[src/rtl/shift_add_multiplier_pkg.sv]
// rtl/shift_add_multiplier_pkg.sv - shared state encoding for the shift-and-add multiplier
package shift_add_multiplier_pkg;

  localparam int STATE_W = 2;

  typedef enum logic [STATE_W-1:0] {
    ST_IDLE = 2'd0,
    ST_RUN  = 2'd1,
    ST_DONE = 2'd2
  } state_t;

endpackage

[src/rtl/shift_add_multiplier_adder.sv]
// rtl/shift_add_multiplier_adder.sv - ripple-carry adder used for each partial-product step
module adder #(
  parameter int BUS_WIDTH = 8
) (
  input  logic [BUS_WIDTH-1:0] i_a,
  input  logic [BUS_WIDTH-1:0] i_b,
  input  logic                 i_c,
  output logic [BUS_WIDTH-1:0] o_s,
  output logic                 o_c
);

  logic [BUS_WIDTH:0] carry;

  assign carry[0] = i_c;

  for (genvar k = 0; k < BUS_WIDTH; k++) begin : g_bit
    assign o_s[k]       = i_a[k] ^ i_b[k] ^ carry[k];
    assign carry[k + 1] = (i_a[k] & i_b[k]) | (carry[k] & (i_a[k] ^ i_b[k]));
  end

  assign o_c = carry[BUS_WIDTH];

endmodule

[src/rtl/shift_add_multiplier.sv]
// rtl/shift_add_multiplier.sv - sequential unsigned multiplier, one partial product per cycle
module shift_add_multiplier
  import shift_add_multiplier_pkg::*;
#(
  parameter int BUS_WIDTH = 8
) (
  input  logic                     i_clk,
  input  logic                     i_rst,
  input  logic                     i_start,
  input  logic [BUS_WIDTH-1:0]     i_a,
  input  logic [BUS_WIDTH-1:0]     i_b,
  output logic                     o_busy,
  output logic                     o_done,
  output logic [2*BUS_WIDTH-1:0]   o_p
);

  localparam int CW = $clog2(BUS_WIDTH) + 1;
  localparam logic [CW-1:0] LAST_CNT = CW'(BUS_WIDTH - 1);

  state_t               state_q;
  logic [BUS_WIDTH-1:0] mcand_q;
  logic [BUS_WIDTH-1:0] mplier_q;
  logic [BUS_WIDTH-1:0] mplier_d;
  logic [BUS_WIDTH:0]   acc_q;
  logic [BUS_WIDTH:0]   acc_d;
  logic [BUS_WIDTH:0]   addend;
  logic [BUS_WIDTH:0]   sum;
  logic                 sum_c;
  logic [CW-1:0]        cnt_q;

  assign addend = mplier_q[0] ? {1'b0, mcand_q} : '0;

  adder #(
    .BUS_WIDTH(BUS_WIDTH + 1)
  ) u_adder (
    .i_a(acc_q),
    .i_b(addend),
    .i_c(1'b0),
    .o_s(sum),
    .o_c(sum_c)
  );

  // The {sum, mplier} pair shifts right one place; sum_c is always 0 but keeps the shift exact.
  assign acc_d    = {sum_c, sum[BUS_WIDTH:1]};
  assign mplier_d = {sum[0], mplier_q[BUS_WIDTH-1:1]};

  always_ff @(posedge i_clk) begin
    if (i_rst) begin
      state_q  <= ST_IDLE;
      mcand_q  <= '0;
      mplier_q <= '0;
      acc_q    <= '0;
      cnt_q    <= '0;
      o_busy   <= 1'b0;
      o_done   <= 1'b0;
      o_p      <= '0;
    end else begin
      case (state_q)
        ST_IDLE, ST_DONE: begin
          if (i_start) begin
            mcand_q  <= i_a;
            mplier_q <= i_b;
            acc_q    <= '0;
            cnt_q    <= '0;
            state_q  <= ST_RUN;
            o_busy   <= 1'b1;
            o_done   <= 1'b0;
          end else begin
            state_q  <= ST_IDLE;
            o_busy   <= 1'b0;
            o_done   <= 1'b0;
          end
        end
        ST_RUN: begin
          acc_q    <= acc_d;
          mplier_q <= mplier_d;
          cnt_q    <= cnt_q + 1'b1;
          if (cnt_q == LAST_CNT) begin
            o_p     <= {acc_d[BUS_WIDTH-1:0], mplier_d};
            state_q <= ST_DONE;
            o_busy  <= 1'b0;
            o_done  <= 1'b1;
          end
        end
        default: begin
          state_q <= ST_IDLE;
          o_busy  <= 1'b0;
          o_done  <= 1'b0;
        end
      endcase
    end
  end

endmodule

[config.mk]
export PLATFORM = sky130hd
export DESIGN_NAME = shift_add_multiplier
export DESIGN_NICKNAME = d
export VERILOG_FILES = /design/src/rtl/shift_add_multiplier_pkg.sv /design/src/rtl/shift_add_multiplier_adder.sv /design/src/rtl/shift_add_multiplier.sv
export SDC_FILE = /design/constraint.sdc
export NUM_CORES = 1
export LEC_CHECK = 0
export CORE_ASPECT_RATIO = 1.75
export CORE_MARGIN = 2
export CORE_UTILIZATION = 56
export CTS_BUF_LIST = sky130_fd_sc_hd__clkbuf_16
export CTS_CLUSTER_DIAMETER = 60
export DETAILED_ROUTE_END_ITERATION = 10
export PLACE_DENSITY = 0.84
export SYNTH_ARGS = -nofsm -noshare
export SYNTH_HDL_FRONTEND = slang
export SYNTH_HIERARCHICAL = 1
export SYNTH_SLANG_ARGS = --single-unit
[constraint.sdc]
create_clock -name i_clk -period 9.6 [get_ports i_clk]
set_input_delay 0.96 -clock i_clk [delete_from_list [all_inputs] [get_ports i_clk]]
set_output_delay 0.96 -clock i_clk [all_outputs]
set_load 0.03 [all_outputs]
==> Flow_metrics.wiki <==
{| class="wikitable"
! Metric !! Value
|-
| Clock latency at the later pin of the worst-skew pair || 280 ps
|-
| Result of the run || complete, no violations
|-
| CP Launch Type || flop
|-
| Worst slew slack as a fraction of its limit || 37.0%
|-
| Class of the most critical hold timing path || reg -> reg
|-
| Power density relative to cell area || 163 nW/µm²
|-
| Worst r2r src || mplier_q[0]
|-
| Crit path max fanout || 9
|-
| Max Cap Viol || 0
|-
| GPL Wtd Cong || 0.808
|-
| Detail Route Antenna Nets || 0
|-
| Number of flops mapped to enable cells by yosys || 0
|-
| Largest cells by area after synthesis || dfxtp_1 44%, fa_1 8.3%, o21ai_0 5.5%
|-
| Register-to-register path setup slack || 5240 ps
|-
| Async set-or-reset flop fraction in the synthesized netlist || 0%
|-
| Cells along the critical path || and2_1 > fa_1 > inv_1 > fa_1 > inv_1 > fa_1 > fa_1 > fa_1 > fa_1 > fa_1 > fa_1 > inv_1 > fa_1 > inv_1 > nand2b_1 > o21ai_0
|-
| Starting utilization of the core area || 59.2%
|-
| Total congestion overflow || 0
|-
| Via density || 5.51
|-
| Placement row count || 29
|-
| Post-synth top area share || 44.3%
|-
| Leakage power || 1.00 nW
|-
| Clock Path Buffers || 2
|-
| Stages on the worst setup path || 16
|-
| Achievable frequency || 229 MHz
|-
| Post-route clock period utilization || 45.5%
|-
| Share of synthesized area occupied by flip-flops and latches || 44.3%
|-
| Root cell of the clock tree || clkbuf_16
|-
| GR Layer Usage met1 || 26.6%
|-
| Arrival time worst endpoint || 4570 ps
|-
| Most common cell after layout, fill and taps aside || dfxtp_1
|-
| TritonCTS clock tree || done
|-
| Commonest cells after routing, fill and taps aside || 48 x dfxtp_1, 36 x clkdlybuf4s50_1, 24 x o21ai_0
|-
| Number of clock sinks || 48
|-
| Final worst path period need || 4360 ps
|-
| Die Ht || 86.3 µm
|-
| RSZ-0062 raised after global routing || false
|-
| CTS Hold Buffers Added || 0
|-
| Dominant cell type by area after synthesis || dfxtp_1
|-
| First-pass iteration count of the detailed router || 4
|-
| Total Routed Length || 4.16 mm
|-
| Routed WL per cell || 13.2 µm
|-
| Worst Path Buf+Inv || 4
|-
| Most prevalent standard cell on the critical path || fa_1
|-
| Setup Total Neg Slack || 0 ps
|-
| Multi-input gate area || 1080 µm²
|-
| Register bit count reported by yosys || 48
|-
| Type of element capturing the critical path || flop
|-
| Reg2reg path depth || 16
|-
| Syn avg cell area || 9.07 µm²
|-
| H-Tree Depth || 2
|-
| GR Layer Usage met3 || 4.31%
|-
| Vias || 1,740
|-
| Final Hold Viols || 0
|-
| Required time at the worst-slack endpoint || 9810 ps
|-
| Die width || 51.0 µm
|-
| Gate family responsible for the most delay along the worst path || adder cells
|-
| Worst setup endpoint || o_p[15]
|-
| Actual slew at the worst max-slew pin || 943 ps
|-
| Syn-to-layout area delta || 24.1%
|-
| Pin count of the biggest net entering global routing || 58
|-
| Fin. max-slew vios || 0
|-
| Die Area || 4410 µm²
|-
| Iteration-0 DRC count of the detailed router || 64
|-
| Final setup vio count || 0
|-
| Resize count post-CTS || 0
|-
| # nets final || 298
|-
| Final HPWL DP || 2.69 mm
|-
| Setup clock skew after layout || 5.88 ps
|-
| CP max-delay cell || fa_1
|-
| Count of cell types in the netlist || 27
|-
| FILL cells || 267
|-
| IO Pins || 37
|-
| Count of yosys warnings during synthesis || 6
|-
| Reg2reg end || o_p[15]
|-
| Total setup buffers inserted after CTS || 0
|-
| FF/Latch Area || 961 µm²
|-
| Met2 Track Usage GR || 35.7%
|-
| Max stage delay on crit path || 410 ps
|-
| Launching element of the worst setup path || mplier_q[0]
|-
| Layout cell share with drive strength beyond 1 || 5.56%
|-
| Port bufs || 36
|-
| HP Start || mcand_q[7]
|-
| Via count of the first global-routing pass || 1,617
|-
| Worst vdd rail ir drop || 0.165 mV
|-
| Cell count after synthesis || 239
|-
| Type of the setup path with the least slack || reg -> reg
|-
| Post-Syn Area || 2170 µm²
|-
| Global-route wire length before repair || 7.16 mm
|-
| Total inserted antenna cells || 0
|-
| Initial antenna violation count || 0
|-
| Core area || 3660 µm²
|-
| Remaining routing DRC violations || 0
|-
| Clock transition at the registers of the reported paths || 60 ps
|-
| Post-synth top flop || dfxtp_1
|-
| Power after layout || 440 µW
|-
| Global-route usage over all layers || 21.5%
|-
| Number of buffers added by the clock tree synthesis step || 5
|-
| Most congested layer reported by global routing || met2
|}
==> how the worst min path moves through the flow <==
stage          slack [ps]         end  cells after the start
5_1_grt               470  mcand_q[7]                      2
3_5_place_dp          450  mcand_q[7]                      2
2_1_floorplan         430  mcand_q[0]                      2
6_report              460  mcand_q[7]                      2
3_3_place_gp          440  mcand_q[6]                      2
4_1_cts               460  mcand_q[7]                      2
==> kinds of logic (layout without fill, tap and decap cells) <==
| kind of cell | Yosys count | in the layout | share of synthesized area [%] |
|---|---|---|---|
| other | 1 | 2 | 0.173 |
| buffers and inverters | 27 | 57 | 5.83 |
| muxes | 2 | 2 | 1.04 |
| adders and majority gates | 10 | 10 | 8.89 |
| and+or+nand+nor | 80 | 80 | 20.4 |
| DFF | 48 | 48 | 44.3 |
| AOI/OAI and AO/OA | 71 | 71 | 19.3 |
==> through the flow <==
step                cell area, µm²  hold slack, ps  instances  utilization (%)  worst slack, ps
floorplan                     2170             432        240                -             5470
global placement              2520             441        308             68.9             5370
detailed placement            2520             447        308             68.9             5300
CTS                           2690             456        316             73.4             5220
global route                  2690             475        316             73.4             5000
finish                        2690             456        316             73.4             5240
==> worst min-delay path, delay by kind of cell, from the launching register on <==
kind | cells | cell delay, ps
and+or+nand+nor | 1 | 50
DFF | 1 | 310
AOI/OAI and AO/OA | 1 | 50
==> cell usage after synthesis, drive strengths merged (2+ instances only) <==
| master | number |
|---|---|
| nand3 | 9 |
| inv | 10 |
| o21ai | 32 |
| fa | 9 |
| nor2 | 4 |
| a21oi | 20 |
| buf | 10 |
| nand2 | 17 |
| dfxtp | 48 |
| and2 | 8 |
| a22oi | 8 |
| a22o | 10 |
| mux2 | 2 |
| clkbuf | 7 |
| nand2b | 19 |
| nor2b | 18 |
==> state kept, by name (all words and copies together) (netlist names) <==
register / flops
mcand_q: 8
cnt_q: 4
o_p: 16
state_q: 2
acc_q: 9
mplier_q: 8
o_done: 1
==> per-layer routing <==
layer / wire (µm) / vias up
met3: 218 / 9
met5: 0 / -
met2: 2170 / 55
li1: - / 859
met1: 1680 / 817
met4: 95 / 0
==> power breakdown <==
group,switching [mW],total [mW],internal (mW)
logic,0.0205,0.0373,0.0168
clock network,0.0705,0.193,0.122
registers,0.00461,0.210,0.205
==> cell type report <==
type                            count  share of cell area, %
Clock buffer                        5                   4.65
Clock inverter                      3                   1.58
Inverter                           10                   1.39
Multi-Input combinational cell    165                   40.3
Sequential cell                    48                   35.7
Tap cell                           46                   2.14
Timing Repair Buffer               39                   14.2
Note: power is estimated with default switching activity, not from simulation.
